[src/rtl/axil_test_reg.sv]
// axil_test_reg: AXI4-Lite smoke-test register bank (REG1/REG2 RW, REG3 = REG1+REG2, REG4 = write count).
// Ports: clk, rst (async active-high); AXI-Lite slave channels AW/W/B/AR/R prefixed s_axi_.
// Build option: define TEST_REG_SLVERR_EN to answer unmapped or read-only accesses with SLVERR.
module axil_test_reg #(
  parameter int ADDR_W = 16,
  parameter int DATA_W = 32
) (
  input  logic                  clk,
  input  logic                  rst,
  input  logic [ADDR_W-1:0]     s_axi_awaddr,
  input  logic                  s_axi_awvalid,
  output logic                  s_axi_awready,
  input  logic [DATA_W-1:0]     s_axi_wdata,
  input  logic [DATA_W/8-1:0]   s_axi_wstrb,
  input  logic                  s_axi_wvalid,
  output logic                  s_axi_wready,
  output logic [1:0]            s_axi_bresp,
  output logic                  s_axi_bvalid,
  input  logic                  s_axi_bready,
  input  logic [ADDR_W-1:0]     s_axi_araddr,
  input  logic                  s_axi_arvalid,
  output logic                  s_axi_arready,
  output logic [DATA_W-1:0]     s_axi_rdata,
  output logic [1:0]            s_axi_rresp,
  output logic                  s_axi_rvalid,
  input  logic                  s_axi_rready
);
`ifdef TEST_REG_SLVERR_EN
  localparam logic SLVERR_EN = 1'b1;
`else
  localparam logic SLVERR_EN = 1'b0;
`endif
  typedef enum logic [2:0] {W_IDLE, W_HAVE_A, W_HAVE_D, W_COMMIT, W_RESP} w_state_t;
  typedef enum logic {R_IDLE, R_RESP} r_state_t;
  w_state_t w_state, w_next;
  r_state_t r_state, r_next;
  logic [ADDR_W-3:0] waddr;
  logic [DATA_W-1:0] wdata_q, reg1, reg2, reg3, reg4, reg1_n, reg2_n, rd_val;
  logic [DATA_W/8-1:0] wstrb_q;
  logic aw_hs, w_hs, ar_hs, commit, upd, wr_ok, rd_hi;
  logic unused;
  assign unused = ^{s_axi_awaddr[1:0], s_axi_araddr[1:0]};
  // Only REG1/REG2 are writable; anything else is dropped (and not counted).
  assign wr_ok = (waddr[ADDR_W-3:2] == '0) && !waddr[1];
  assign rd_hi = s_axi_araddr[ADDR_W-1:4] == '0;
  assign commit = w_state == W_COMMIT;
  always_comb begin
    s_axi_awready = !rst && (w_state == W_IDLE || w_state == W_HAVE_D);
    s_axi_wready = !rst && (w_state == W_IDLE || w_state == W_HAVE_A);
    s_axi_bvalid = w_state == W_RESP;
    aw_hs = s_axi_awvalid && s_axi_awready;
    w_hs = s_axi_wvalid && s_axi_wready;
    w_next = w_state;
    case (w_state)
      W_IDLE:   w_next = (aw_hs && w_hs) ? W_COMMIT : aw_hs ? W_HAVE_A : w_hs ? W_HAVE_D : W_IDLE;
      W_HAVE_A: w_next = w_hs ? W_COMMIT : W_HAVE_A;
      W_HAVE_D: w_next = aw_hs ? W_COMMIT : W_HAVE_D;
      W_COMMIT: w_next = W_RESP;
      W_RESP:   w_next = s_axi_bready ? W_IDLE : W_RESP;
      default:  w_next = W_IDLE;
    endcase
  end
  // Reads stall through the commit cycle and the following REG3 update cycle so they observe committed data.
  always_comb begin
    s_axi_arready = !rst && r_state == R_IDLE && !commit && !upd;
    s_axi_rvalid = r_state == R_RESP;
    ar_hs = s_axi_arvalid && s_axi_arready;
    r_next = r_state == R_IDLE ? (ar_hs ? R_RESP : R_IDLE) : (s_axi_rready ? R_IDLE : R_RESP);
  end
  always_ff @(posedge clk or posedge rst)
    if (rst) begin
      w_state <= W_IDLE;
      r_state <= R_IDLE;
    end else begin
      w_state <= w_next;
      r_state <= r_next;
    end
  always_comb begin
    reg1_n = reg1;
    reg2_n = reg2;
    for (int i = 0; i < DATA_W/8; i++) begin
      reg1_n[8*i +: 8] = (commit && wr_ok && !waddr[0] && wstrb_q[i]) ? wdata_q[8*i +: 8] : reg1[8*i +: 8];
      reg2_n[8*i +: 8] = (commit && wr_ok && waddr[0] && wstrb_q[i]) ? wdata_q[8*i +: 8] : reg2[8*i +: 8];
    end
    rd_val = !rd_hi ? '0 : s_axi_araddr[3] ? (s_axi_araddr[2] ? reg4 : reg3) : (s_axi_araddr[2] ? reg2 : reg1);
  end
  always_ff @(posedge clk or posedge rst)
    if (rst) begin
      waddr <= '0;
      wdata_q <= '0;
      wstrb_q <= '0;
      reg1 <= '0;
      reg2 <= '0;
      reg3 <= '0;
      reg4 <= '0;
      upd <= 1'b0;
      s_axi_bresp <= 2'b00;
      s_axi_rdata <= '0;
      s_axi_rresp <= 2'b00;
    end else begin
      if (aw_hs) waddr <= s_axi_awaddr[ADDR_W-1:2];
      if (w_hs) begin
        wdata_q <= s_axi_wdata;
        wstrb_q <= s_axi_wstrb;
      end
      reg1 <= reg1_n;
      reg2 <= reg2_n;
      // REG3 takes the post-write operands so it lands on the edge that raises bvalid.
      if (commit) begin
        reg3 <= reg1_n + reg2_n;
        reg4 <= wr_ok ? reg4 + 1'b1 : reg4;
        s_axi_bresp <= (SLVERR_EN && !wr_ok) ? 2'b10 : 2'b00;
      end
      upd <= commit;
      if (ar_hs) begin
        s_axi_rdata <= rd_val;
        s_axi_rresp <= (SLVERR_EN && !rd_hi) ? 2'b10 : 2'b00;
      end
    end
endmodule

[config.mk]
export PLATFORM = sky130hd
export DESIGN_NAME = axil_test_reg
export DESIGN_NICKNAME = d
export VERILOG_FILES = /design/src/rtl/axil_test_reg.sv
export SDC_FILE = /design/constraint.sdc
export NUM_CORES = 1
export LEC_CHECK = 0
export ABC_AREA = 0
export BUFFER_PORTS_ARGS = -buffer_cell sky130_fd_sc_hd__buf_4
export CAP_MARGIN = 40
export CORE_UTILIZATION = 45
export DETAILED_ROUTE_END_ITERATION = 8
export PLACE_DENSITY = 0.75
export SKIP_CTS_REPAIR_TIMING = 1
export SLEW_MARGIN = 20
export SYNTH_ARGS = -nofsm -noshare
export SYNTH_HDL_FRONTEND = slang
export SYNTH_SLANG_ARGS = --single-unit
[constraint.sdc]
create_clock -name clk -period 8.9 [get_ports clk]
set_clock_uncertainty 0.2 [all_clocks]
set_input_delay 0 -clock clk [delete_from_list [all_inputs] [get_ports clk]]
set_output_delay 0 -clock clk [all_outputs]
set_load 0.005 [all_outputs]
==> out/summary.json <==
{
  "layout": {
    "fill_cells": 2042,
    "num-nets-final": 1182,
    "diode_insertion_count_for_antenna_repair": 0,
    "stdcell_area_mm2": 0.0136,
    "area_growth_syn_to_layout_pct": 22.9,
    "finish.cell_count_without_fillers": 1416,
    "fin_util": 0.561,
    "drive_gt1_frac": 0.303
  },
  "detailed_routing": {
    "drc": 0,
    "wire_per_inst_um": 17.9,
    "first_iter_violations": 453,
    "antenna_left": 0,
    "drt_wl_total_mm": 25.3,
    "vias": 7846,
    "detail_route.vias_per_cell": 5.54,
    "detailedRoute.firstPassIterationCount": 5
  },
  "logic_synthesis": {
    "ys_seq_elements": 215,
    "yosysSeqAreaShare": 0.486,
    "yosysWarningCount": 0,
    "synthesis.area_mm2": 0.0111,
    "netlist-cell-type-count": 65,
    "synth_enable_flop_cells": 0,
    "gate_count_post_synth": 908,
    "dominantRegCellSynth": "dfrtp_1",
    "synth-async-reset-ratio": 1.00,
    "syn_avg_cell_area_um2": 12.2
  },
  "placement": {
    "port_buffers": 107,
    "hpwl_mm": 17.2,
    "post_dp_cell_area_mm2": 0.0123,
    "globalplace.congestion": 0.836,
    "numPlacedInstances": 1314
  },
  "floorplanning": {
    "area_of_the_placeable_core_mm2": 0.0242,
    "die_area_mm2": 0.0252,
    "die-width_um": 159,
    "die_height_um": 159,
    "rows": 57,
    "effective_utilization_at_floorplan": 0.456,
    "top_level_ports": 116
  },
  "cts": {
    "cts_tree": "yes",
    "numCtsBuffers": 24,
    "clk_sink_count": 215,
    "cts-root-to-sink-buffers": 3,
    "cts.reportedPaths.clkPinSlew_ps": 60,
    "clk_latency_ps": 540,
    "clock-root-buffer": "clkbuf_16",
    "cts_htree_levels": 1
  },
  "sta": {
    "transition_at_the_pin_with_the_smallest_max_transition_slack_ps": 720,
    "finalSetupTns_ps": 0,
    "rsz0062_at_grt": "no",
    "final_min_period_over_clock_period": 0.664,
    "achievable-frequency_ghz": 0.169,
    "timing.max_slew.rel_slack": 0.519,
    "slew_viol_final": 0,
    "setup_viol": 0,
    "hold_viol": 0,
    "finalWorstPathRequiredPeriod_ps": 5910
  },
  "worst_setup_path": {
    "critical_path.endpoint_type": "flip-flop",
    "critical-path-top-delay-family": "simple AND/OR/NAND/NOR gates",
    "critical_path.slowest_cell": "nor4_4",
    "worst_path_arrival_ps": 6180,
    "timing_worst_setup_path_type": "flip-flop to flip-flop",
    "crit_fanout": 67,
    "crit_path_max_incr_delay_ps": 570,
    "timing.critical_path.buf_inv": 1,
    "worstSetupStartpointType": "flip-flop",
    "critPathRequiredTime_ps": 9170,
    "crit_path_cell_trace": "nand3b_1, buf_4, nor4_4, and2_0, nand3_1, mux2_2, ha_1, o21ai_0, o21bai_1, nor2_1, o21ai_0, a31oi_4, o211ai_2, a21oi_2, o211a_1, or4_1, nand3_1"
  },
  "global_routing": {
    "grt_max_degree": 81,
    "grt_pass1_vias": 7709,
    "grt.total_usage": 0.197,
    "global_route_wire_length_before_repair_mm": 40.0,
    "gr-total-overflow": 0,
    "initial_antenna_violation_count": 0
  },
  "pwr": {
    "power.leakage_uw": 0.00653,
    "irDropWorstVdd_uv": 149,
    "powerDensity_mw_per_mm2": 188
  },
  "status": {
    "result_of_the_run": "finished, final reports clean"
  },
  "worst_hold_path": {
    "worstHoldPathType": "primary input to asynchronous set/reset pin"
  },
  "job": {
    "cap_viol_max_count": 0
  }
}
==> registers in the layout, summed over array words and instances (netlist names) <==
signal	flops
s_axi_rdata	32
upd	1
reg1	32
s_axi_rvalid	1
waddr	14
w_state	3
wstrb_q	4
wdata_q	32
reg3	32
reg2	32
reg4	32
==> logic make-up (layout without fill, tap and decap cells) <==
group,Yosys count,after routing,share of synthesized area
flops,215,215,0.486
simple gates,205,205,0.0986
mux,170,170,0.204
compound gates,158,158,0.0989
xor+xnor,67,67,0.0530
buf+inv,60,241,0.0220
fa+ha+maj,32,32,0.0369
other cells,1,4,0.000339
==> routing by layer <==
layer  global-route usage  up-vias  part of all wire
met1                0.275     3958              0.45
met5                    0        -                 0
met3               0.0345       33             0.044
met4               0.0512        0             0.020
met2                0.316      187              0.48
li1                     -     3668                 -
==> cells in the mapped netlist, drive strengths merged, types with 9 or more instances <==
| cell | count | share of area |
|---|---|---|
| mux2 | 120 | 0.12 |
| dfrtp | 215 | 0.49 |
| nand2 | 81 | 0.027 |
| o21ai | 40 | 0.018 |
| mux2i | 18 | 0.017 |
| a21o | 18 | 0.012 |
| a22o | 31 | 0.025 |
| ha | 31 | 0.035 |
| inv | 21 | 0.0071 |
| xor2 | 28 | 0.022 |
| and3 | 13 | 0.0073 |
| nor2 | 28 | 0.0097 |
| mux4 | 32 | 0.065 |
| clkbuf | 31 | 0.011 |
| xnor2 | 39 | 0.031 |
| nand4 | 10 | 0.0070 |
| nand3 | 26 | 0.013 |
| a21oi | 29 | 0.013 |
| nor4 | 9 | 0.0092 |
==> layout by cell type (no fill, tap or decap), types with 5 or more instances in the layout <==
master           n
clkinv_2         7
nor4_1           6
a211oi_1         5
nor2_1          27
dfrtp_1        215
ha_1            31
inv_1           20
nand2_1         81
xnor2_1         39
a21o_1          17
o31ai_1          5
and3_1          13
a22o_1          31
nand3_1         25
nand4_1          9
o211ai_1         7
mux2_2         119
o21ai_0         39
or3_1            6
mux4_2          32
clkbuf_16       24
buf_4          116
a21oi_1         28
mux2i_1         17
xor2_1          28
nor3_1           5
dlygate4sd3_1   59
==> power breakdown <==
| group | switching [uW] | total (uW) | internal, uW | leakage [uW] |
|---|---|---|---|---|
| sequential | 142 | 1250 | 1110 | 0.00289 |
| combinational | 177 | 379 | 202 | 0.00327 |
| clock | 398 | 929 | 531 | 0.000368 |
==> final timing paths <==
kind / start / endpoint / slack, ps / cells past startpoint
min in group clk: s_axi_arvalid / s_axi_rdata[3]$_DFFE_PP0P_ / 20 / 4
max in group asynchronous: rst / reg2[21]$_DFF_PP0_ / 7400 / 5
worst min register to register: reg3[16]$_DFFE_PP0N_ / reg3[16]$_DFFE_PP0N_ / 270 / 2
worst max register to register: w_state[2]$_DFF_PP0_ / reg3[23]$_DFFE_PP0N_ / 2990 / 17
worst min-delay path: rst / upd$_DFF_PP0_ / 1 / 3
worst max-delay path: w_state[2]$_DFF_PP0_ / reg3[23]$_DFFE_PP0N_ / 2990 / 17
==> metrics by stage <==
step | setup WS, ps | total power (uW) | hold WS [ps]
after floorplan | 2630 | 1480 | -104
after global placement | 3060 | 1600 | -21.1
after detailed placement | 3050 | 1620 | -17.9
after CTS | 3020 | 2560 | -580
after global routing | 2560 | 2670 | 26.4
final | 2990 | 2550 | 1.43
==> tightest hold or removal path: stages <==
cell           delay, ps
dlygate4sd3_1        550
buf_4                210
inv_8                420
==> final cells by class <==
type,instances,area [um^2],share of cell area
clock buffer,32,671,0.0493
clock inverter,11,75.1,0.00552
inverter,21,86.3,0.00635
multi-input combinational,636,5470,0.402
sequential,215,5380,0.396
tap,324,405,0.0298
timing repair buffer,177,1520,0.111
No activity file was read; power rests on OpenSTA's default activity.
